<file path="src/rtl/sideband_level_monitor.sv">
`default_nettype none
// ============================================================================
// Module      : sideband_level_monitor
// Description : Debounces synchronized sideband levels, keeps sticky change
//               status and serializes change events round-robin onto a
//               valid/ready port. Optional per-channel change counters are
//               enabled with SIDEBAND_EVT_CNT_EN.
// Revision    : 1.0 - initial release
// ============================================================================
module sideband_level_monitor #(
    parameter int   NUM_CH          = 4,
    parameter int   DEBOUNCE_CYCLES = 1000,
    parameter logic INIT_LEVEL      = 1'b1,
    localparam int  c_CH_W          = (NUM_CH > 1) ? $clog2(NUM_CH) : 1
) (
    input  logic                clk,
    input  logic                resetn,
    input  logic [NUM_CH-1:0]   level_in,
    output logic [NUM_CH-1:0]   stable_level,
    output logic                evt_valid,
    input  logic                evt_ready,
    output logic [c_CH_W-1:0]   evt_ch,
    output logic                evt_level,
    output logic                evt_overrun,
    output logic [NUM_CH-1:0]   status,
    input  logic [NUM_CH-1:0]   status_clr,
    input  logic [NUM_CH-1:0]   irq_mask,
    output logic                irq
`ifdef SIDEBAND_EVT_CNT_EN
    ,
    output logic [16*NUM_CH-1:0] evt_count
`endif
);

    localparam int                c_CNT_W    = $clog2(DEBOUNCE_CYCLES + 1);
    localparam logic [c_CNT_W-1:0] c_CNT_LAST = c_CNT_W'(DEBOUNCE_CYCLES - 1);
    localparam logic [0:0]        c_ST_EMPTY = 1'b0;
    localparam logic [0:0]        c_ST_FULL  = 1'b1;

    logic [NUM_CH-1:0] w_stable;
    logic [NUM_CH-1:0] w_pending;
    logic [NUM_CH-1:0] w_overrun;
    logic [NUM_CH-1:0] w_status;
    logic [NUM_CH-1:0] w_accept;
    logic [NUM_CH-1:0] w_grant_oh;

    logic [0:0]        r_state;
    logic [0:0]        w_state_nxt;
    logic              w_load;
    logic              w_any_pending;
    logic [c_CH_W-1:0] w_grant;
    logic [c_CH_W:0]   w_idx;
    logic [c_CH_W-1:0] r_rr_ptr;
    logic [c_CH_W-1:0] r_evt_ch;
    logic              r_evt_level;
    logic              r_evt_overrun;
    logic              r_irq;

    generate
        for (genvar i = 0; i < NUM_CH; i++) begin : g_ch
            logic [c_CNT_W-1:0] r_cnt;
            logic               r_stb;
            logic               r_pend;
            logic               r_ovr;
            logic               r_sts;

            assign w_accept[i]   = (level_in[i] != r_stb) && (r_cnt == c_CNT_LAST);
            assign w_grant_oh[i] = w_load && (w_grant == c_CH_W'(i));
            assign w_stable[i]   = r_stb;
            assign w_pending[i]  = r_pend;
            assign w_overrun[i]  = r_ovr;
            assign w_status[i]   = r_sts;

            always_ff @(posedge clk) begin
                if (!resetn) begin
                    r_cnt <= '0;
                    r_stb <= INIT_LEVEL;
                end else if (level_in[i] == r_stb) begin
                    r_cnt <= '0;
                end else if (r_cnt == c_CNT_LAST) begin
                    r_stb <= level_in[i];
                    r_cnt <= '0;
                end else begin
                    r_cnt <= r_cnt + c_CNT_W'(1);
                end
            end

            // A change accepted while this channel is being granted re-arms
            // pending without flagging overrun: the granted event is the old one.
            always_ff @(posedge clk) begin
                if (!resetn) begin
                    r_pend <= 1'b0;
                    r_ovr  <= 1'b0;
                end else if (w_accept[i]) begin
                    r_pend <= 1'b1;
                    r_ovr  <= r_pend & ~w_grant_oh[i];
                end else if (w_grant_oh[i]) begin
                    r_pend <= 1'b0;
                    r_ovr  <= 1'b0;
                end
            end

            always_ff @(posedge clk) begin
                if (!resetn) begin
                    r_sts <= 1'b0;
                end else if (w_accept[i]) begin
                    r_sts <= 1'b1;
                end else if (status_clr[i]) begin
                    r_sts <= 1'b0;
                end
            end

`ifdef SIDEBAND_EVT_CNT_EN
            logic [15:0] r_evt_cnt;

            always_ff @(posedge clk) begin
                if (!resetn) begin
                    r_evt_cnt <= '0;
                end else if (w_accept[i]) begin
                    if (r_evt_cnt != 16'hFFFF) begin
                        r_evt_cnt <= r_evt_cnt + 16'd1;
                    end
                end else if (status_clr[i]) begin
                    r_evt_cnt <= '0;
                end
            end

            assign evt_count[16*i +: 16] = r_evt_cnt;
`endif
        end
    endgenerate

    // Scanning from the far end lets the lowest offset from rr_ptr win.
    always_comb begin
        w_grant       = '0;
        w_idx         = '0;
        w_any_pending = |w_pending;
        for (int k = NUM_CH - 1; k >= 0; k--) begin
            w_idx = {1'b0, r_rr_ptr} + (c_CH_W + 1)'(k);
            if (w_idx >= (c_CH_W + 1)'(NUM_CH)) begin
                w_idx = w_idx - (c_CH_W + 1)'(NUM_CH);
            end
            if (w_pending[w_idx[c_CH_W-1:0]]) begin
                w_grant = w_idx[c_CH_W-1:0];
            end
        end
    end

    always_ff @(posedge clk) begin
        if (!resetn) begin
            r_state <= c_ST_EMPTY;
        end else begin
            r_state <= w_state_nxt;
        end
    end

    always_comb begin
        w_state_nxt = r_state;
        w_load      = 1'b0;
        case (r_state)
            c_ST_EMPTY: begin
                if (w_any_pending) begin
                    w_load      = 1'b1;
                    w_state_nxt = c_ST_FULL;
                end
            end
            c_ST_FULL: begin
                if (evt_ready) begin
                    if (w_any_pending) begin
                        w_load = 1'b1;
                    end else begin
                        w_state_nxt = c_ST_EMPTY;
                    end
                end
            end
            default: w_state_nxt = c_ST_EMPTY;
        endcase
    end

    always_ff @(posedge clk) begin
        if (!resetn) begin
            r_evt_ch      <= '0;
            r_evt_level   <= 1'b0;
            r_evt_overrun <= 1'b0;
            r_rr_ptr      <= '0;
        end else if (w_load) begin
            r_evt_ch      <= w_grant;
            r_evt_level   <= w_stable[w_grant];
            r_evt_overrun <= w_overrun[w_grant];
            r_rr_ptr      <= (w_grant == c_CH_W'(NUM_CH - 1)) ? '0 : w_grant + c_CH_W'(1);
        end
    end

    always_ff @(posedge clk) begin
        if (!resetn) begin
            r_irq <= 1'b0;
        end else begin
            r_irq <= |(w_status & ~irq_mask);
        end
    end

    assign stable_level = w_stable;
    assign status       = w_status;
    assign evt_valid    = (r_state == c_ST_FULL);
    assign evt_ch       = r_evt_ch;
    assign evt_level    = r_evt_level;
    assign evt_overrun  = r_evt_overrun;
    assign irq          = r_irq;

endmodule
`default_nettype wire

</file>
<file path="config.mk">
export PLATFORM = sky130hd
export DESIGN_NAME = sideband_level_monitor
export DESIGN_NICKNAME = d
export VERILOG_FILES = /design/src/rtl/sideband_level_monitor.sv
export SDC_FILE = /design/constraint.sdc
export NUM_CORES = 1
export LEC_CHECK = 0
export ABC_AREA = 0
export BUFFER_PORTS_ARGS = -buffer_cell sky130_fd_sc_hd__buf_2
export CAP_MARGIN = 20
export CORE_UTILIZATION = 52
export CTS_CLUSTER_DIAMETER = 100
export DETAILED_ROUTE_END_ITERATION = 16
export PLACE_DENSITY = 0.75
export SETUP_SLACK_MARGIN = 0.2
export SLEW_MARGIN = 30
export SYNTH_ARGS = -nofsm -noshare
export SYNTH_HDL_FRONTEND = slang
export SYNTH_SLANG_ARGS = --single-unit
</file>
<file path="constraint.sdc">
create_clock -name clk -period 1.9 [get_ports clk]
set_input_delay 0.285 -clock clk [delete_from_list [all_inputs] [get_ports clk]]
set_output_delay 0.285 -clock clk [all_outputs]
set_load 0.1 [all_outputs]
</file>
==> metrics list, run 1 <==
* Async SR Flop Fraction: 0%
- Counting along the longest clock path gives a buffer depth of 2.
- Kind of critical path: reg2reg
- CP required: 2.13 ns
* Max transition margin: 67.5%
* Biggest fanout along the worst timing path: 3
- In the post-synthesis netlist, the cell with the most instances is sky130_fd_sc_hd__dfxtp_1.
- Startpoint type of the worst setup path: register
* First-pass GRT wire length: 7880 um
* Top flip-flop cell by instance count after synthesis: sky130_fd_sc_hd__dfxtp_1
- Number of fill cells in the layout: 448
- For the pin with the worst max-slew slack, the measured transition is 0.490 ns.
- Overall fraction of global-route tracks in use: 19.2%
- Number of DRC violations after detailed routing: 0
- For this block, the initial DRC count from the detailed router was 68.
* Static leakage: 1.26 nW
- Syn Std Cell Area: 2790 um2
- Fraction of post-synthesis cell area in the top cell type by area: 46.0%
- Root buf cell: sky130_fd_sc_hd__clkbuf_8
* Post-synth top area cell: sky130_fd_sc_hd__dfxtp_1
- Ranking of synthesized cells by area: sky130_fd_sc_hd__dfxtp_1, sky130_fd_sc_hd__nor2_1, sky130_fd_sc_hd__xor2_1, sky130_fd_sc_hd__mux2i_1, sky130_fd_sc_hd__xnor2_1
- Synthesis produced 307 cells.
* Final critical path time including I/O delays and setup: 1.68 ns
- Classification of the worst-slack hold path: in2reg
- Prior to clock tree synthesis, the placed netlist has a worst setup slack of 0.0564 ns.
- Cell at the slowest stage of the critical path: sky130_fd_sc_hd__or3_4
- Per-instance average area after synthesis: 9.08 um2
- Top achievable clock speed: 594 MHz
- Die ar.: 5660 um2
* Depth of the worst register-to-register path: 6
- Share of layout cells above drive strength 1: 24.2%
* Area growth syn-to-layout: 18.0%
* Setup TNS after final layout: 0 ns
- The finished cells cover 3290 um2.
- STA classifies the critical path endpoint as a register.
- At the later pin of the worst-skew pair, clock insertion delay measures 0.34 ns.
- MaxCap Viol Count: 0
* Total power draw: 0.00251 W
- List of cells traversed by the critical path: ha_4 > nand4b_1 > or3_4 > nor2b_4 > mux2_4 > and3_4
- Power density cells: 762 nW/um2
- Die X: 75.2 um
- Sink Count: 64
- Counting instances in the post-synthesis netlist gives the leading cell types as sky130_fd_sc_hd__dfxtp_1, sky130_fd_sc_hd__nor2_1, sky130_fd_sc_hd__nand2_1.
- Count of state elements after synthesis: 64
- In the finished design, the share of the clock period the worst path needs comes to 88.5%.
* Final routed wirelength across all metal layers: 5180 um
- Yosys warns: 0
* Max-slew violation count: 0
* Syn nets: 327
- Post-synthesis sequential area ratio: 46.0%
* Worst r2r src: g_ch[3].r_cnt[0]
* Core utilization of the finished layout: 64.0%
- During I/O placement, the number of pins put on the boundary was 29.
- Final worst setup slack: 0.218 ns
* Flop-to-flop setup slack: 0.22 ns
- Dividing the detail-routed wire length by the instance count gives 12.4 um.
* Final hold violation count: 0
- RSZ-0062 raised after global routing: true
- The flow ran to the end, and the final reports show no timing, DRC or antenna violations.
- Antenna violations before repair: 0
- In this run, post-CTS hold repair placed 0 buffers.
* DP Area: 2970 um2
* Hold Path End: g_ch[0].r_stb
* Fin nets: 362
* Post-Route Skew: 0.00685 ns
- In this run the critical register-to-register path is captured at g_ch[3].r_ovr.
* Starting density of the core: 54.2%
* Worst Path Buf+Inv: 0
* Clock-pin slew on the worst setup and hold paths: 0.06 ns
* Number of placement rows: 26
* Global-route congestion overflow total: 0
- CTS Buf Count: 9
- Entering global routing, the biggest net connects 19 pins.
- TritonCTS clock tree: done
- The worst hold path begins at level_in[0].
* Critical path's largest stage delay: 0.37 ns
- Data on the critical path arrives at its endpoint at 1.91 ns.
- Core Region: 5140 um2
- HPWL reported at the end of detailed placement: 3450 um
- Vias after detailed routing: 2,108
- The first detailed-routing pass took 6 iterations.
- Min-Delay Path Depth: 3
- Number of global-route vias before repair: 1,818
* Total of buffers placed on input and output ports: 28
* Library cells used by synthesis: 38
- Routability-driven placement finished with a final weighted congestion of 0.750.
- The clock tree synthesis step divided the H-tree into 3 levels.
- Antenna diode instance count: 0
* Count of flip-flops with a built-in enable after synthesis: 0
- Total setup violations reported at the end of the flow: 0
- In this run the remaining antenna-violating nets after routing total 0.
* Detailed-route vias per instance: 5.06
- Cell family contributing the most delay on the critical path: simple AND/OR/NAND/NOR gates
- IR analysis of the VDD net gives a maximum drop of 389 uV.
- Y dimension of the die: 75.2 um
==> worst min-delay path, delay by kind of cell <==
| family | cells | cell delay [ns] |
|---|---|---|
| muxes | 1 | 0.06 |
| buffers and inverters | 1 | 0.10 |
| and+or+nand+nor | 1 | 0.06 |
==> power by group <==
| part | internal (W) | switching (W) |
|---|---|---|
| Clock | 0.000600 | 0.000485 |
| Combinational | 0.0000288 | 0.0000388 |
| Sequential | 0.00135 | 0.00000694 |
==> worst max path at each step <==
stage | start | to | slack, ns | depth (start not counted)
floorplan | g_ch[3].r_cnt[0] | g_ch[3].r_ovr | 0.21 | 6
global route | g_ch[3].r_cnt[0] | g_ch[3].r_ovr | 0.14 | 6
finish | g_ch[3].r_cnt[0] | g_ch[3].r_ovr | 0.22 | 6
global placement | r_rr_ptr[1] | g_ch[1].r_pend | 0.14 | 5
CTS | r_rr_ptr[1] | g_ch[2].r_pend | 0.19 | 6
detailed placement | r_rr_ptr[1] | evt_overrun | 0.06 | 5
==> flip-flops by register name, summed over array words and instances, names as in the netlist <==
register / count
evt_level: 1
evt_valid: 1
g_ch.r_cnt: 40
evt_ch: 2
g_ch.r_pend: 4
irq: 1
g_ch.r_sts: 4
g_ch.r_ovr: 4
g_ch.r_stb: 4
evt_overrun: 1
r_rr_ptr: 2
==> metal layers <==
| metal | share of wire, % | global-route usage, % | vias to the layer above |
|---|---|---|---|
| met3 | 3.7 | 5.35 | 15 |
| met2 | 45 | 28.6 | 44 |
| met1 | 49 | 24.6 | 948 |
| met4 | 3.0 | 12.3 | 0 |
| li1 | - | - | 1101 |
| met5 | 0 | 0 | - |
==> layout make-up <==
| class | count | area, um2 | share of cell area [%] |
|---|---|---|---|
| Inverter | 12 | 45.0 | 1.37 |
| Multi-Input combinational cell | 216 | 1460 | 44.2 |
| Clock inverter | 4 | 45.0 | 1.37 |
| Sequential cell | 64 | 1300 | 39.5 |
| Timing Repair Buffer | 39 | 223 | 6.77 |
| Clock buffer | 12 | 135 | 4.11 |
| Tap cell | 70 | 87.6 | 2.66 |
==> per-stage QoR <==
step | hold slack (ns) | cells
floorplan | 0.410 | 307
global placement | 0.422 | 393
detailed placement | 0.432 | 393
CTS | 0.182 | 415
global route | 0.206 | 417
finish | 0.199 | 417
==> placed cells by master, fill, tap and decap left out, types with 11 or more instances in the layout <==
cell type | netlist | final
sky130_fd_sc_hd__nor2_1 | 52 | 52
sky130_fd_sc_hd__dfxtp_1 | 64 | 51
sky130_fd_sc_hd__buf_2 | 0 | 28
sky130_fd_sc_hd__nand2_1 | 22 | 22
sky130_fd_sc_hd__xor2_1 | 21 | 21
sky130_fd_sc_hd__nand4_1 | 13 | 13
sky130_fd_sc_hd__xnor2_1 | 13 | 13
sky130_fd_sc_hd__inv_1 | 12 | 12
sky130_fd_sc_hd__dfxtp_2 | 0 | 12
sky130_fd_sc_hd__buf_4 | 8 | 11
==> timing repair <==
action | CTS | global route
resized for setup | 8 | 20
setup buffers | 6 | 2
pin swaps | 3 | 4
cloned | 0 | 0
endpoints found under the setup margin | 9 | 21
==> kinds of logic (layout without fill, tap and decap cells) <==
group / after synthesis / in the layout / share of synthesized area, %
AO/OA/AOI/OAI: 33 / 33 / 8.75
AND/OR/NAND/NOR: 130 / 130 / 22.5
adder cells (fa/ha/maj): 5 / 5 / 2.24
buffers and inverters: 27 / 67 / 4.71
XOR/XNOR: 34 / 34 / 10.7
flip-flops: 64 / 64 / 46.0
multiplexers: 14 / 14 / 5.12
(Power assumes the default switching activity.)
==> inputs of run 2 (changes only) <==
--- a/config.mk
+++ b/config.mk
@@ -12,7 +12,7 @@
 export CTS_CLUSTER_DIAMETER = 100
 export DETAILED_ROUTE_END_ITERATION = 16
 export PLACE_DENSITY = 0.75
-export SETUP_SLACK_MARGIN = 0.2
+export SETUP_SLACK_MARGIN = 0.5
 export SLEW_MARGIN = 30
 export SYNTH_ARGS = -nofsm -noshare
 export SYNTH_HDL_FRONTEND = slang
==> metrics list, run 2 (synthesized netlist as in run 1, its figures left out) <==
- Number of placement rows: 26 (unchanged)
- The hold-fix buffer count after cts is 0 (unchanged).
* Final Non-Filler Cells: 437 (+4.8%)
- The number of endpoints failing setup at the final stage is 0 (unchanged).
- The count of pins over their slew limit came to 0 (unchanged).
- TritonCTS clock tree: done
- The utilization after layout was 71.0% (+7.0 points).
- DP Area: 3040 um2 (+2.6%)
- HPWL reported at the end of detailed placement: 3600 um (+4.4%)
- The remaining global-route overflow was 0 (unchanged).
* I/O pin total: 29 (unchanged)
- The clock transition at the register clock pins on the worst setup and hold paths after CTS is 0.07 ns (about the same).
- Final Instance Area: 3650 um2 (+11%)
* Internal power: 0.00203 W (+2.5%)
- Part of the total power dissipated in combinational logic: 3.1% (+0.4 points)
- The filler cell count was 390 (-13%).
- Endpoint of the lowest-slack register-to-register path: evt_level
- The fraction of power consumed by the clock network came to 44.7% (+1.4 points).
- Register bank with the most flops: g_ch.r_cnt
* Most common cell after layout, fill and taps aside: sky130_fd_sc_hd__nor2_1
- Maximum clock insertion buffer count: 2 (unchanged)
* Die ar.: 5660 um2 (unchanged)
* Post-Route Skew: 0.00866 ns (+0.00181 ns)
* Startpoint type of the worst setup path: register
* Number of DRC violations after detailed routing: 0 (unchanged)
- Net switching power figure: 0.000565 W (+6.6%)
- The count of vias placed by the detailed router came to 2,331 (+11%).
* Setup crit start: r_rr_ptr[1]
- The number of buffers created by CTS was 9 (unchanged).
- Sink Count: 64 (unchanged)
- Kind of critical path: reg2reg
- The largest fanout on the critical path came to 5 (+2).
- Number of levels in the clock H-tree: 3 (unchanged)
- The critical path ends at evt_level.
- Number of flip-flops in the largest register: 40 (unchanged)
- Drt first-iter violations: 121 (+78%)
- Depth of the worst register-to-register path: 6 (unchanged)
* Element type at the critical path end: register
- Number of global-route vias before repair: 2,064 (+14%)
* Largest net degree at the start of global routing: 13 (-6)
- Share of layout cells above drive strength 1: 36.0% (+12 points)
- The largest vdd supply drop was 419 uV (+7.8%).
- Final hold violation count: 0 (unchanged)
* Die X: 75.2 um (unchanged)
- Status: completed
- Antenna diode instance count: 0 (unchanged)
- Fin nets: 382 (+5.5%)
* Total of buffers placed on input and output ports: 28 (unchanged)
- The minimum clock period after layout came to 1.69 ns (+0.00333 ns).
- The initial antenna violation count was 0 (unchanged).
- The die extent in y was 75.2 um (unchanged).
* CP required: 2.13 ns (about the same)
- Flop-to-flop setup slack: 0.21 ns (about the same)
- The via-per-instance ratio is 5.33 (+5.5%).
- Starting density of the core: 54.2% (unchanged)
- Overall fraction of global-route tracks in use: 21.7% (+2.4 points)
- The number of instances in the placed design was 395 (+0.51%).
* Sw frac: 21.8% (+0.66 points)
- Final routed wirelength across all metal layers: 6080 um (+18%)
- Clock latency of the later-clocked register in the worst-skew pair: 0.35 ns (about the same)
* Remaining number of nets flagged by the antenna check after routing: 0 (unchanged)
- The final weighted congestion in routability-driven placement is 0.778 (+3.8%).
- The part of the power in registers came to 52.2% (-1.9 points).
- Top achievable clock speed: 593 MHz (-0.20%)
- Relative to the synthesized area, the layout overhead comes to 30.9%.
- The data arrival time at the worst-slack endpoint was 1.91 ns (about the same).
* Max transition margin: 67.9% (+0.37 points)
- The ratio of final minimum period to clock period came to 88.7% (+0.18 points).
- Power density cells: 710 nW/um2 (-6.8%)
* First-pass GRT wire length: 8990 um (+14%)
* First drt pass iteration count: 4 (-2)
* Classification of the worst-slack hold path: in2reg
- RSZ-0062 raised after global routing: true
* Slew @ Worst Pin: 0.480 ns (-0.0105 ns)
- Worst r2r src: r_rr_ptr[1]
* Static leakage: 1.42 nW (+13%)
- Root buf cell: sky130_fd_sc_hd__clkbuf_8
* Setup TNS after final layout: 0 ns (unchanged)
- Per-cell routed wire length: 13.9 um (+12%)
* MaxCap Viol Count: 0 (unchanged)
- The area inside the core boundary is 5140 um2 (unchanged).
- Top library cells by usage in the layout, fill and taps aside: sky130_fd_sc_hd__nor2_1, sky130_fd_sc_hd__dfxtp_1, sky130_fd_sc_hd__buf_4
run 2: routing by layer:
layer	global-route usage [%]	share of wire [%]	vias to the layer above
met5	0	0	-
met4	13.8	2.7	0
met3	4.42	3.2	16
met2	34.8	50	54
met1	26.7	45	1111
li1	-	-	1150
run 2: power groups by stage:
| stage | clock network (W) | logic (W) | registers (W) |
|---|---|---|---|
| after global placement | 0 | 0.0000652 | 0.00138 |
| after global routing | 0.00123 | 0.0000887 | 0.00135 |
| after detailed placement | 0 | 0.0000667 | 0.00139 |
| after floorplan | 0 | 0.0000393 | 0.00138 |
| final | 0.00116 | 0.0000797 | 0.00135 |
| after CTS | 0.00117 | 0.0000734 | 0.00135 |
run 2: how the worst min path moves through the flow:
stage / start / to / slack, ns / depth (start not counted)
2_1_floorplan: level_in[0] / g_ch[0].r_stb / 0.41 / 2
3_3_place_gp: g_ch[3].r_cnt[0] / g_ch[3].r_cnt[0] / 0.42 / 1
3_5_place_dp: g_ch[3].r_cnt[0] / g_ch[3].r_cnt[0] / 0.43 / 1
4_1_cts: level_in[0] / g_ch[0].r_stb / 0.17 / 3
5_1_grt: level_in[0] / g_ch[0].r_stb / 0.19 / 3
6_report: level_in[0] / g_ch[0].r_stb / 0.19 / 3
run 2: through the flow:
step	setup slack, ns	total power (W)	hold slack, ns
floorplan	0.258	0.00142	0.410
global placement	0.236	0.00145	0.422
detailed placement	0.197	0.00145	0.431
CTS	0.278	0.00260	0.169
global route	0.142	0.00267	0.189
finish	0.214	0.00259	0.186
run 2: critical path: stages (launching register included):
cell and delay, ns:
sky130_fd_sc_hd__dfxtp_4 0.38, sky130_fd_sc_hd__mux2i_4 0.20, sky130_fd_sc_hd__a221oi_4 0.30, sky130_fd_sc_hd__buf_6 0.18
sky130_fd_sc_hd__mux2i_1 0.22, sky130_fd_sc_hd__a31oi_1 0.12, sky130_fd_sc_hd__a21boi_2 0.18
run 2: area by class of cell:
type	count	area [um2]	area share, %
clock inverters	2	10.0	0.274
multi-input cells	216	1570	43.1
repair buffers	59	425	11.7
clock buffers	14	193	5.28
inverters	12	45.0	1.23
flip-flops and latches	64	1320	36.0
well taps	70	87.6	2.40
run 2: what timing repair did:
item / CTS / global route
pin swaps: 13 / 17
gates cloned: 1 / 0
endpoints found under the setup margin: 50 / 51
resized for setup: 36 / 26
buffers inserted: 14 / 11
==> inputs of run 3 (changes only) <==
--- a/config.mk
+++ b/config.mk
@@ -8,6 +8,7 @@
 export ABC_AREA = 0
 export BUFFER_PORTS_ARGS = -buffer_cell sky130_fd_sc_hd__buf_2
 export CAP_MARGIN = 20
+export CORE_ASPECT_RATIO = 1.25
 export CORE_UTILIZATION = 52
 export CTS_CLUSTER_DIAMETER = 100
 export DETAILED_ROUTE_END_ITERATION = 16
==> metrics list, run 3 (synthesized netlist as in run 1, its figures left out) <==
* Antenna diode instance count: 0 (unchanged)
* Sink Count: 64 (unchanged)
- Remaining number of nets flagged by the antenna check after routing: 0 (unchanged)
- The number of nets in the layout is 372 (-2.6%).
- Setup repair after global routing could not meet its margin everywhere.
- Register bank with the most flops: g_ch.r_cnt
- The hold-fix buffer count after cts was 0 (unchanged).
* Worst r2r src: r_rr_ptr[1]
- The number of DRC markers in iteration 0 was 82 (-32%).
- Flop-to-flop setup slack: 0.25 ns (+0.04 ns)
- The fraction of layout instances using a drive strength above 1 came to 32.8% (-3.2 points).
* Final cycle utilization of the critical path: 86.8% (-1.9 points)
- Starting density of the core: 54.5% (+0.25 points)
- Top library cells by usage in the layout, fill and taps aside: sky130_fd_sc_hd__nor2_1, sky130_fd_sc_hd__dfxtp_1, sky130_fd_sc_hd__buf_4
* Root buf cell: sky130_fd_sc_hd__clkbuf_8
* MaxCap Viol Count: 0 (unchanged)
* Number of levels in the clock H-tree: 3 (unchanged)
- The accumulated negative setup slack was 0 ns (unchanged).
- The worst relative slew slack was 68.5% (+0.55 points).
- The remaining global-route overflow is 0 (unchanged).
- Final hold violation count: 0 (unchanged)
- The final weighted congestion in routability-driven placement came to 0.834 (+7.1%).
- The die footprint is 5660 um2 (about the same).
* Depth of the worst register-to-register path: 7 (+1)
- The endpoint identified for the worst register-to-register timing path is r_rr_ptr[1].
- Y dimension of the die: 83.9 um (+11%)
- Post-Route Skew: 0.00895 ns (+0.000287 ns)
* Min-Delay Path Depth: 3 (unchanged)
- Element type at the critical path end: register
- Total setup violations reported at the end of the flow: 0 (unchanged)
- STA classifies the critical path startpoint as a register.
* Maximum clock insertion buffer count: 2 (unchanged)
* CTS Buf Count: 9 (unchanged)
* Core Region: 5120 um2 (-0.46%)
- Number of DRC violations after detailed routing: 0 (unchanged)
- The routed wirelength normalized by instance count was 13.8 um (-0.54%).
- The worst setup path is of the reg2reg kind.
* Setup crit start: r_rr_ptr[1]
* Number of placement rows: 29 (+12%)
- The transition at the pin with the smallest max-transition slack was 0.471 ns (-0.00823 ns).
- Final worst setup slack: 0.251 ns (+0.0366 ns)
- The initial antenna violation count is 0 (unchanged).
* Most common cell after layout, fill and taps aside: sky130_fd_sc_hd__nor2_1
- The routed wire length is 5800 um (-4.6%).
- The global-route wire length before repair is 9560 um (+6.4%).
- The number of primary I/O pins is 29 (unchanged).
* Clock-pin slew on the worst setup and hold paths: 0.06 ns (about the same)
* Post-placement setup slack: 0.121 ns (-0.0766 ns)
* Biggest fanout along the worst timing path: 4 (-1)
- Total of buffers placed on input and output ports: 28 (unchanged)
- Power density cells: 703 nW/um2 (-1.0%)
- Number of global-route vias before repair: 2,164 (+4.8%)
* Classification of the worst-slack hold path: in2reg
- Max-slew violation count: 0 (unchanged)
- The pin count of the biggest net entering global routing is 19 (+6).
- The flip-flop count of the largest register after layout was 40 (unchanged).
* Status: completed
- The HPWL after detailed placement is 3660 um (+1.7%).
- TritonCTS built the clock tree.
- Die X: 67.5 um (-10%)
* Area growth syn-to-layout: 27.6%
- Total power draw: 0.00250 W (-3.6%)
* Worst Hold Slack: 0.215 ns (+0.0288 ns)
- The overall global routing resource usage is 22.6% (+0.91 points).
- Launch point of the worst hold path: level_in[1]
- The data arrival time at the worst-slack endpoint was 1.90 ns (about the same).
- IR drop worst, VDD: 855 uV (+100%)
- Clock latency of the later-clocked register in the worst-skew pair: 0.34 ns (about the same)
- The via-per-instance ratio came to 5.33 (about the same).
- CP required: 2.15 ns (+0.02 ns)
- The leakage power of the design came to 1.39 nW (-1.9%).
- The first-pass iteration count of the detailed router was 4 (unchanged).
- Final critical path time including I/O delays and setup: 1.65 ns (-0.0366 ns)
- The fmax is 606 MHz (+2.2%).
* Hold Path End: g_ch[1].r_stb
* Vias after detailed routing: 2,235 (-4.1%)
- Core utilization of the finished layout: 69.5% (-1.5 points)
run 3: cell types whose count changed in the layout (fill, tap and decap cells not counted), moves of 3 or more:
cell / change
sky130_fd_sc_hd__nor2_2: -4
sky130_fd_sc_hd__nand2_1: -3
sky130_fd_sc_hd__nor2_1: +4
sky130_fd_sc_hd__buf_4: -11
sky130_fd_sc_hd__mux2i_2: +3
run 3: power breakdown:
group          internal, W  leakage (nW)  switching [W]
sequential         0.00135         0.526     0.00000826
clock             0.000574        0.0992       0.000494
combinational    0.0000345         0.768      0.0000437
total              0.00195          1.39       0.000546
run 3: cell type report:
| type | count | area, um2 |
|---|---|---|
| Clock inverter | 3 | 15.0 |
| Timing Repair Buffer | 49 | 365 |
| Inverter | 12 | 45.0 |
| Multi-Input combinational cell | 216 | 1570 |
| Clock buffer | 13 | 169 |
| Tap cell | 62 | 77.6 |
| Sequential cell | 64 | 1310 |
| Fill cell | 369 | 1560 |
run 3: worst max path at each step:
stage	end	cells past startpoint	slack [ns]
2_1_floorplan	g_ch[3].r_ovr	6	0.26
3_3_place_gp	g_ch[3].r_pend	6	0.22
3_5_place_dp	evt_overrun	5	0.12
4_1_cts	g_ch[3].r_ovr	6	0.28
5_1_grt	g_ch[3].r_ovr	6	0.20
6_report	r_rr_ptr[1]	7	0.25
run 3: worst max-delay path: stages (launching register included):
cell                       delay, ns
sky130_fd_sc_hd__dfxtp_4        0.36
sky130_fd_sc_hd__buf_6          0.12
sky130_fd_sc_hd__or3_4          0.38
sky130_fd_sc_hd__nand4_1        0.16
sky130_fd_sc_hd__inv_2          0.12
sky130_fd_sc_hd__ha_4           0.28
sky130_fd_sc_hd__nand2_2        0.04
sky130_fd_sc_hd__a21boi_1       0.13
run 3: through the flow:
stage | instance area (um2) | instances
final | 3560 | 419
after global routing | 3560 | 419
after CTS | 3400 | 412
after detailed placement | 3000 | 383
after global placement | 3000 | 383
after floorplan | 2860 | 307
run 3: repair_timing:
action,4_1_cts,5_1_grt
setup endpoints to repair,50,55
buffers inserted,13,7
pin swaps,12,6
gates resized for setup,31,28
run 3: routing by layer:
metal | vias up | wire [um] | GRT usage, %
li1 | 1128 | - | -
met1 | 1061 | 2400 | 26.1
met2 | 36 | 3060 | 37.5
met3 | 10 | 196 | 5.46
met4 | 0 | 140 | 11.0
met5 | - | 0 | 0
